<file path="config.mk">
export PLATFORM = sky130hd
export DESIGN_NAME = payload_serializer
export DESIGN_NICKNAME = d
export VERILOG_FILES = /design/src/rtl/payload_serializer.sv
export SDC_FILE = /design/constraint.sdc
export NUM_CORES = 1
export LEC_CHECK = 0
export ABC_AREA = 1
export ABC_CLOCK_PERIOD_IN_PS = 5400
export CAP_MARGIN = 20
export CORE_MARGIN = 2
export CORE_UTILIZATION = 55
export DETAILED_ROUTE_END_ITERATION = 8
export PLACE_DENSITY = 0.82
export SETUP_SLACK_MARGIN = 0.5
export SYNTH_ARGS = -nofsm -noshare
export SYNTH_HDL_FRONTEND = slang
export SYNTH_SLANG_ARGS = --single-unit
export TNS_END_PERCENT = 50
</file>
<file path="constraint.sdc">
create_clock -name clk -period 5.4 [get_ports clk]
set_input_delay 1.08 -clock clk [delete_from_list [all_inputs] [get_ports clk]]
set_output_delay 1.08 -clock clk [all_outputs]
set_load 0.005 [all_outputs]
</file>
<file path="src/rtl/payload_serializer.sv">
`default_nettype none
// ============================================================================
// Module   : payload_serializer
// Purpose  : Buffers parallel IQ words (N_BYTES bytes each) in a small word
//            FIFO and streams them out one byte per beat on an AXI-Stream-
//            style interface. WORDS_PER_PKT words form one payload; m_tlast
//            marks the final byte. The upstream source cannot be stalled,
//            so words arriving at a full FIFO are dropped and counted.
// Revision : 1.0 - initial release
// ----------------------------------------------------------------------------
// Ports
//   clk          in   system clock, rising edge
//   srst_n       in   asynchronous active-low reset
//   en           in   stream enable, only consulted when no packet is open
//   in_valid     in   input word strobe
//   in_data      in   [N_BYTES-1:0][BW_out-1:0] word, in_data[0] sent first
//   m_tdata      out  output byte
//   m_tvalid     out  output byte valid
//   m_tready     in   downstream ready
//   m_tlast      out  last byte of the payload
//   busy         out  packet open or FIFO non-empty
//   overflow_cnt out  dropped-word count, saturating
//   pkt_cnt      out  completed-packet count, wrapping
// ============================================================================
module payload_serializer #(
  parameter int BW_out        = 8,
  parameter int N_BYTES       = 9,
  parameter int WORDS_PER_PKT = 16,
  parameter int DEPTH         = 2
) (
  input  logic                            clk,
  input  logic                            srst_n,
  input  logic                            en,
  input  logic                            in_valid,
  input  logic [N_BYTES-1:0][BW_out-1:0]  in_data,
  output logic [BW_out-1:0]               m_tdata,
  output logic                            m_tvalid,
  input  logic                            m_tready,
  output logic                            m_tlast,
  output logic                            busy,
  output logic [15:0]                     overflow_cnt,
  output logic [15:0]                     pkt_cnt
);

  localparam int PTR_W  = (DEPTH > 1) ? $clog2(DEPTH) : 1;
  localparam int CNT_W  = $clog2(DEPTH + 1);
  localparam int BYTE_W = (N_BYTES > 1) ? $clog2(N_BYTES) : 1;
  localparam int WORD_W = (WORDS_PER_PKT > 1) ? $clog2(WORDS_PER_PKT) : 1;

  localparam logic [CNT_W-1:0]  DEPTH_C     = CNT_W'(DEPTH);
  localparam logic [BYTE_W-1:0] LAST_BYTE_C = BYTE_W'(N_BYTES - 1);
  localparam logic [WORD_W-1:0] LAST_WORD_C = WORD_W'(WORDS_PER_PKT - 1);

  typedef enum logic [0:0] {
    ST_IDLE   = 1'b0,
    ST_ACTIVE = 1'b1
  } state_t;

  state_t state;
  state_t state_nxt;

  // Word FIFO storage; contents need no reset because m_tdata is gated by
  // the occupancy count.
  logic [N_BYTES-1:0][BW_out-1:0] mem [DEPTH];
  logic [N_BYTES-1:0][BW_out-1:0] head_word;

  logic [PTR_W-1:0]  wr_ptr;
  logic [PTR_W-1:0]  rd_ptr;
  logic [CNT_W-1:0]  count;
  logic [BYTE_W-1:0] byte_idx;
  logic [WORD_W-1:0] word_idx;

  logic in_pkt;
  logic not_empty;
  logic has_room;
  logic gate_open;
  logic push;
  logic drop_full;
  logic beat_xfer;
  logic word_done;
  logic last_xfer;

  // --------------------------------------------------------------------------
  // Control decode. Room is judged on the pre-edge count only, so a pop in
  // the same cycle never frees a slot for the incoming word.
  // --------------------------------------------------------------------------
  always_comb begin
    in_pkt    = (state == ST_ACTIVE);
    not_empty = (count != '0);
    has_room  = (count < DEPTH_C);
    gate_open = in_pkt | en;
    push      = in_valid & has_room & gate_open;
    // A word turned away while idle with en=0 is not an overflow.
    drop_full = in_valid & ~has_room & gate_open;
    beat_xfer = not_empty & m_tready;
    word_done = beat_xfer & (byte_idx == LAST_BYTE_C);
    last_xfer = word_done & (word_idx == LAST_WORD_C);
  end

  // --------------------------------------------------------------------------
  // Packet state machine: next-state logic
  // --------------------------------------------------------------------------
  always_comb begin
    state_nxt = state;
    case (state)
      ST_IDLE: begin
        if (push) begin
          state_nxt = ST_ACTIVE;
        end
      end
      ST_ACTIVE: begin
        if (last_xfer) begin
          state_nxt = ST_IDLE;
        end
      end
      default: state_nxt = ST_IDLE;
    endcase
  end

  always_ff @(posedge clk or negedge srst_n) begin
    if (!srst_n) begin
      state <= ST_IDLE;
    end else begin
      state <= state_nxt;
    end
  end

  // --------------------------------------------------------------------------
  // FIFO storage write
  // --------------------------------------------------------------------------
  always_ff @(posedge clk) begin
    if (push) begin
      mem[wr_ptr] <= in_data;
    end
  end

  // --------------------------------------------------------------------------
  // FIFO pointers and occupancy. Pointers wrap naturally (DEPTH is 2^n).
  // --------------------------------------------------------------------------
  always_ff @(posedge clk or negedge srst_n) begin
    if (!srst_n) begin
      wr_ptr <= '0;
      rd_ptr <= '0;
      count  <= '0;
    end else begin
      if (push) begin
        wr_ptr <= wr_ptr + 1'b1;
      end
      if (word_done) begin
        rd_ptr <= rd_ptr + 1'b1;
      end
      case ({push, word_done})
        2'b10:   count <= count + 1'b1;
        2'b01:   count <= count - 1'b1;
        default: count <= count;
      endcase
    end
  end

  // --------------------------------------------------------------------------
  // Byte / word position within the current payload
  // --------------------------------------------------------------------------
  always_ff @(posedge clk or negedge srst_n) begin
    if (!srst_n) begin
      byte_idx <= '0;
      word_idx <= '0;
    end else if (beat_xfer) begin
      if (byte_idx == LAST_BYTE_C) begin
        byte_idx <= '0;
        if (word_idx == LAST_WORD_C) begin
          word_idx <= '0;
        end else begin
          word_idx <= word_idx + 1'b1;
        end
      end else begin
        byte_idx <= byte_idx + 1'b1;
      end
    end
  end

  // --------------------------------------------------------------------------
  // Statistics counters
  // --------------------------------------------------------------------------
  always_ff @(posedge clk or negedge srst_n) begin
    if (!srst_n) begin
      overflow_cnt <= '0;
      pkt_cnt      <= '0;
    end else begin
      if (drop_full && (overflow_cnt != 16'hFFFF)) begin
        overflow_cnt <= overflow_cnt + 16'd1;
      end
      if (last_xfer) begin
        pkt_cnt <= pkt_cnt + 16'd1;
      end
    end
  end

  // --------------------------------------------------------------------------
  // Stream outputs. Everything here is a function of registered state only,
  // so data and last stay stable while the sink stalls.
  // --------------------------------------------------------------------------
  assign head_word = mem[rd_ptr];

  always_comb begin
    m_tvalid = not_empty;
    m_tdata  = '0;
    m_tlast  = 1'b0;
    busy     = in_pkt | not_empty;
    if (not_empty) begin
      m_tdata = head_word[byte_idx];
      m_tlast = (word_idx == LAST_WORD_C) && (byte_idx == LAST_BYTE_C);
    end
  end

endmodule
`default_nettype wire
</file>
==> results of run 1 <==
-- kinds of logic (layout without fill, tap and decap cells) --
kind of cell | Yosys count | after routing
AOI/OAI and AO/OA | 31 | 31
xor gates and xnor gates | 34 | 34
adders and majority gates | 6 | 6
buffers and inverters | 140 | 271
DFF | 189 | 189
other | 0 | 1
and+or+nand+nor | 432 | 432
-- state kept, by name, indices dropped and copies added (netlist names) --
register	count
overflow_cnt	16
word_idx	4
pkt_cnt	16
byte_idx	4
count	2
mem	144
wr_ptr	1
in_pkt	1
rd_ptr	1
-- power by group --
| group | internal [mW] | switching (mW) | total, mW |
|---|---|---|---|
| clock | 0.618 | 0.527 | 1.15 |
| combinational | 0.578 | 0.951 | 1.53 |
| sequential | 1.86 | 0.187 | 2.05 |
-- cell usage after synthesis --
cell | n | area [um2]
nand2_1 | 248 | 930.9
edfxtp_1 | 144 | 4324
inv_1 | 105 | 394.1
nand3_1 | 88 | 440.4
nor2_1 | 55 | 206.5
dfrtp_1 | 45 | 1126
xor2_1 | 20 | 175.2
o21ai_0 | 18 | 90.09
xnor2_1 | 14 | 122.6
buf_2 | 11 | 55.05
nor3_1 | 11 | 55.05
clkbuf_1 | 10 | 37.54
a21oi_1 | 9 | 45.04
nand4_1 | 8 | 50.05
ha_1 | 6 | 75.07
inv_2 | 5 | 18.77
buf_1 | 4 | 15.01
nor2_2 | 4 | 25.02
buf_4 | 3 | 22.52
nand2_4 | 3 | 33.78
or2_2 | 3 | 18.77
nand3b_1 | 2 | 15.01
nor2_8 | 2 | 40.04
nor3_2 | 2 | 20.02
o211ai_1 | 2 | 15.01
and2_1 | 1 | 6.260
clkinv_1 | 1 | 3.750
clkinv_2 | 1 | 5.000
nand2_2 | 1 | 6.260
nand2_8 | 1 | 20.02
nand3_4 | 1 | 17.52
nand3b_2 | 1 | 11.26
o21a_1 | 1 | 7.510
o21ai_1 | 1 | 5.000
or2_0 | 1 | 6.260
-- per-layer routing --
layer | global-route usage | share of wire
met2 | 0.3970 | 0.49
met3 | 0.06928 | 0.075
met5 | 0 | 0.00071
met4 | 0.1067 | 0.032
met1 | 0.2849 | 0.40
-- final timing paths --
check / start / endpoint / slack, ns
max in group asynchronous: srst_n / rd_ptr / 4.25
setup reg to reg: byte_idx[1] / count[1] / 2.83
setup / recovery: byte_idx[1] / m_tdata[6] / 1.17
hold / removal: word_idx[2] / word_idx[2] / 0.50
hold reg to reg: word_idx[2] / word_idx[2] / 0.50
min in group asynchronous: srst_n / pkt_cnt[3] / 0.63
-- cell type report --
type,instances,share of cell area
antenna,1,0.0002411
tap,188,0.02266
timing repair buffer,127,0.1232
sequential,189,0.5251
inverter,112,0.04062
clock inverter,11,0.007473
multi-input combinational,503,0.2364
clock buffer,21,0.04435
-- worst max-delay path, cell delays in order, from the launching register on --
cell and delay (ns):
dfrtp_1 0.69, inv_2 0.43, nand2_1 0.21, nor3_2 0.47, o211ai_1 0.18, a21oi_1 0.22
clkdlybuf4s50_1 0.53
-- metrics by stage --
step	util	hold WS, ns	total power, mW	cell area (um2)	instances
floorplan	-	0.4658	3.039	8441	832
global placement	0.6503	0.4844	3.555	9813	1118
detailed placement	0.6503	0.4817	3.590	9813	1118
CTS	0.6860	0.5009	4.748	10350	1150
global route	0.6878	0.5393	5.004	10380	1151
finish	0.6880	0.4955	4.723	10380	1152
==> flow_summary_export.csv, run 1 <==
group,metric,value,unit
outcome,status,"finished clean",
timing,slew_headroom,0.3405,
global_routing,grt_max_degree,73,
routing,route.final.wire_length,18210,um
synth,synth_fa_ha_area_frac,0.008894,
synth,ys_warn_count,0,
die,die_h,127.9,um
synth,synth_top_family_by_area,"simple AND/OR/NAND/NOR gates",
synth,synth_area,8441,um2
timing,fin_crit_sh,0.7833,
layout,final_cell_mix,"nand2_1, edfxtp_1, clkdlybuf4s50_1, inv_1, nand3_1",
placement,place_ws,1.666,ns
routing,routed_via_density,5.235,
power_and_ir_drop,power_leakage,4.467,nW
timing,setup_violations,0,
routing,wire_per_inst,15.81,um
timing,setup_ws,1.170,ns
synth,muxShareOfSynthArea,0,
clock_network,cts_buffers,17,
timing,rsz0062_at_grt,"no",
worst_setup_path,cp.arrival,3.15,ns
clock_network,holdBufCountCts,0,
global_routing,grtUsageTotal,0.2367,
synth,synth_compound_area_frac,0.01927,
routing,drt_iter0_markers,557,
die,start_util,0.5594,
placement,place_congestion,0.8270,
timing,skew,0.008030,ns
worst_setup_path,criticalPathCategory,"reg -> out",
die,die_x,127.9,um
clock_network,clk_pin_slew,0.07,ns
global_routing,overflow,0,
routing,vias,6031,
min_path,hp-class,"reg -> reg",
job,max_cap_viol_count,0,
clock_network,clockBufferDepth,2,
synth,ys_seq_area_frac,0.6457,
die,die_area,16350,um2
clock_network,cts_tree,"yes",
layout,mostFrequentLayoutCell,"nand2_1",
clock_network,clkSinkCount,189,
min_path,worstHoldPathCells,1,
synth,synth_cell_types,35,
die,core,15090,um2
synth,synth_cells,832,
power_and_ir_drop,power_density,455.0,nW/um2
worst_setup_path,r2r_cells,8,
timing,fin_tns_setup,0,ns
timing,worst_pin_slew,0.9893,ns
placement,port_buffers,119,
worst_setup_path,start_kind,"flop",
timing,period_needed,4.230,ns
worst_setup_path,cp_data_required_time,4.32,ns
worst_setup_path,critPathMaxFanout,20,
clock_network,clk_root_buffer_cell,"clkbuf_16",
synth,synth_seq_cells,189,
global_routing,grt_pass1_wl,29510,um
layout,layout.nets,1033,
global_routing,grt_pass1_vias,6188,
routing,firstDrtPassIters,5,
placement,dpl.hpwl,12090,um
synth,synthXorXnorAreaFrac,0.03528,
power_and_ir_drop,vdd_drop_max,329.5,uV
routing,drc,0,
clock_network,cts_setup_buffers,0,
synth,avgSynthCellArea,10.14,um2
clock_network,h-tree-depth,4,
global_routing,antenna_found_initial,2,
layout,syn_to_final_growth,22.99,%
layout,multi_input_area,2454,um2
layout,drive_gt1_frac,0.06854,
worst_setup_path,cp-end-kind,"output port",
clock_network,clock_latency,0.43,ns
timing,finalHoldViolations,0,
layout,n_fill_cell,1123,
die,fp-row-count,45,
die,io_pins,120,
routing,ant_nets,0,
clock_network,cts_resized,0,
synth,synth-simple-area-share,0.2255,
timing,clock.fmax,0.2364,GHz
synth,synth_fp_nets,915,
layout,seqCellArea,5451,um2
timing,slew_viol_final,0,
Note: power is estimated with default switching activity, not from simulation.
==> run 2: changes to the inputs <==
--- a/config.mk
+++ b/config.mk
@@ -6,12 +6,12 @@
 export NUM_CORES = 1
 export LEC_CHECK = 0
 export ABC_AREA = 1
-export ABC_CLOCK_PERIOD_IN_PS = 5400
+export ABC_CLOCK_PERIOD_IN_PS = 3700
 export CAP_MARGIN = 20
 export CORE_MARGIN = 2
-export CORE_UTILIZATION = 55
+export CORE_UTILIZATION = 49
 export DETAILED_ROUTE_END_ITERATION = 8
-export PLACE_DENSITY = 0.82
+export PLACE_DENSITY = 0.78
 export SETUP_SLACK_MARGIN = 0.5
 export SYNTH_ARGS = -nofsm -noshare
 export SYNTH_HDL_FRONTEND = slang
==> constraint.sdc (replaced) <==
create_clock -name clk -period 3.7 [get_ports clk]
set_input_delay 0.74 -clock clk [delete_from_list [all_inputs] [get_ports clk]]
set_output_delay 0.74 -clock clk [all_outputs]
set_load 0.005 [all_outputs]
==> run 2 against run 1 <==
Net effect:
- worst setup slack got worse by 0.72 ns
- count of clock-buffer cells in the layout fell by 4
- register-to-register slack got worse by 1.3 ns
- cell area rose by 2.9%
- critical path depth rose by 4
- non-clock buffer count rose by 12
- via count rose by 2.0%
- wire length rose by 5.8%
- combinational power rose by 75%
- critical path type unchanged
- largest power group unchanged
==> flow_summary_export.csv, run 2 (synthesis results as in run 1) <==
group,metric,value,unit
routing,wire_per_inst,16.12,um
power_and_ir_drop,vdd_drop_max,434.2,uV
global_routing,grt_pass1_vias,5958,
power_and_ir_drop,p_int,4.640,mW
min_path,hp-class,"in -> async",
routing,ant_nets,0,
timing,worst_pin_slew,0.5756,ns
clock_network,clkSinkCount,189,
global_routing,grtUsageTotal,0.2179,
layout,regMostFlops,"mem",
worst_setup_path,r2r_slack,1.57,ns
worst_setup_path,start_kind,"flop",
worst_setup_path,criticalPathCategory,"reg -> out",
timing,setup_violations,0,
placement,dpl_cell_area,9946,um2
worst_setup_path,reg2reg_to,"count[1]",
layout,n_fill_cell,1296,
layout,drive_gt1_frac,0.09026,
timing,period_needed,3.246,ns
timing,fin_tns_setup,0,ns
layout,design_area,10690,um2
routing,routed_via_density,5.147,
worst_setup_path,crit_start,"rd_ptr",
routing,drt_iter0_markers,497,
placement,port_buffers,119,
placement,dpl.cell_count,1154,
routing,vias,6151,
power_and_ir_drop,power,7.267,mW
job,max_cap_viol_count,0,
clock_network,clockBufferDepth,2,
timing,slew_viol_final,0,
routing,route.final.wire_length,19260,um
power_and_ir_drop,pwr-share-clk,0.231,
layout,syn_to_final_growth,26.61,%
power_and_ir_drop,power_leakage,4.593,nW
global_routing,grt_max_degree,73,
timing,slew_headroom,0.6163,
worst_setup_path,cp.arrival,2.51,ns
power_and_ir_drop,power_density,680.0,nW/um2
die,fp-row-count,47,
worst_setup_path,cp-end-kind,"output port",
power_and_ir_drop,comb_power_share,0.368,
outcome,status,"finished clean",
timing,clock.fmax,0.3080,GHz
timing,fin_crit_sh,0.8774,
clock_network,clk_pin_slew,0.07,ns
die,io_pins,120,
die,core,16700,um2
clock_network,cts_buffers,17,
clock_network,clk_root_buffer_cell,"clkbuf_16",
die,die_x,135.2,um
worst_setup_path,critPathMaxFanout,27,
die,die_h,135.2,um
timing,fin_hold_ws,0.1205,ns
clock_network,cts_tree,"yes",
power_and_ir_drop,seqPwrFrac,0.400,
layout,largest_register_ffs,144,
layout,layout.cells.non_filler,1195,
layout,final_cell_mix,"nand2_1, edfxtp_1, clkdlybuf4s50_1, inv_1, nand3_1",
worst_setup_path,endpoint,"m_tdata[0]",
placement,place_congestion,0.8144,
layout,layout.nets,1045,
worst_setup_path,r2r_cells,9,
timing,setup_ws,0.4536,ns
timing,skew,0.006445,ns
die,start_util,0.5054,
layout,antenna_cells,0,
timing,finalHoldViolations,0,
worst_setup_path,reg2reg_from,"byte_idx[0]",
power_and_ir_drop,swShare,0.3615,
clock_network,clock_latency,0.43,ns
layout,reg_top3,"mem (144), overflow_cnt (16), pkt_cnt (16)",
timing,rsz0062_at_grt,"yes",
clock_network,h-tree-depth,4,
power_and_ir_drop,p_sw,2.627,mW
global_routing,antenna_found_initial,0,
layout,fin_util,0.6399,
global_routing,grt_pass1_wl,30290,um
routing,drc,0,
placement,dpl.hpwl,12320,um
die,die_area,18290,um2
worst_setup_path,cp_data_required_time,2.96,ns
layout,mostFrequentLayoutCell,"nand2_1",
placement,place_ws,0.6600,ns
global_routing,overflow,0,
routing,firstDrtPassIters,5,
run 2: cell count changes in the layout (fill, tap and decap cells not counted), moves of 3 or more:
cell	before	now
nand2_1	248	244
a21oi_1	9	6
clkinvlp_4	1	8
dlymetal6s2s_1	0	3
clkdlybuf4s50_1	118	115
a21oi_2	0	3
nand2_2	1	5
buf_12	1	7
run 2: timing repair:
| action | in CTS | in global routing |
|---|---|---|
| hold buffers | 0 | 0 |
| gates resized for setup | 9 | 9 |
| setup buffers | 4 | 1 |
| pin swaps | 1 | 1 |
| endpoints found under the setup margin | 9 | 9 |
| gates cloned | 1 | 2 |
run 2: power groups by stage:
stage	clock network, mW	logic [mW]	registers (mW)
after detailed placement	0	2.45	2.94
after CTS	1.70	2.59	2.90
after floorplan	0	1.53	2.90
after global routing	1.78	2.97	2.95
final	1.68	2.68	2.91
after global placement	0	2.41	2.92
run 2: area by class of cell:
class / count / area (um2) / share of cell area
tap: 220 / 275.3 / 0.02576
timing repair buffer: 139 / 1499 / 0.1403
inverter: 112 / 430.4 / 0.04028
multi-input combinational: 503 / 2489 / 0.2329
clock inverter: 15 / 116.4 / 0.01089
sequential: 189 / 5451 / 0.5101
clock buffer: 17 / 425.4 / 0.03981
run 2: layer usage:
layer | vias up | routed length, um | track usage
li1 | 2957 | - | -
met1 | 2949 | 7963 | 0.2820
met2 | 208 | 9531 | 0.3576
met3 | 37 | 1320 | 0.05499
met4 | 0 | 448 | 0.08160
met5 | - | 0 | 0
run 2: worst min-delay path by stage:
stage / to / slack (ns) / depth (start not counted)
final: pkt_cnt[5] / 0.12 / 1
after floorplan: byte_idx[0] / 0.44 / 0
after global placement: word_idx[1] / 0.48 / 2
after detailed placement: word_idx[1] / 0.49 / 2
after global routing: pkt_cnt[5] / 0.12 / 1
after CTS: pkt_cnt[3] / 0.50 / 1
run 2: worst max-delay path, stage by stage, from the launching register on:
cell and delay (ns):
dfrtp_2 0.45, buf_4 0.16, clkbuf_16 0.19, nand2_1 0.09, nand3_1 0.08, nand3_1 0.10
nand3_1 0.11, nand2_2 0.13, nand2_1 0.09, a21oi_2 0.15, clkdlybuf4s50_1 0.52
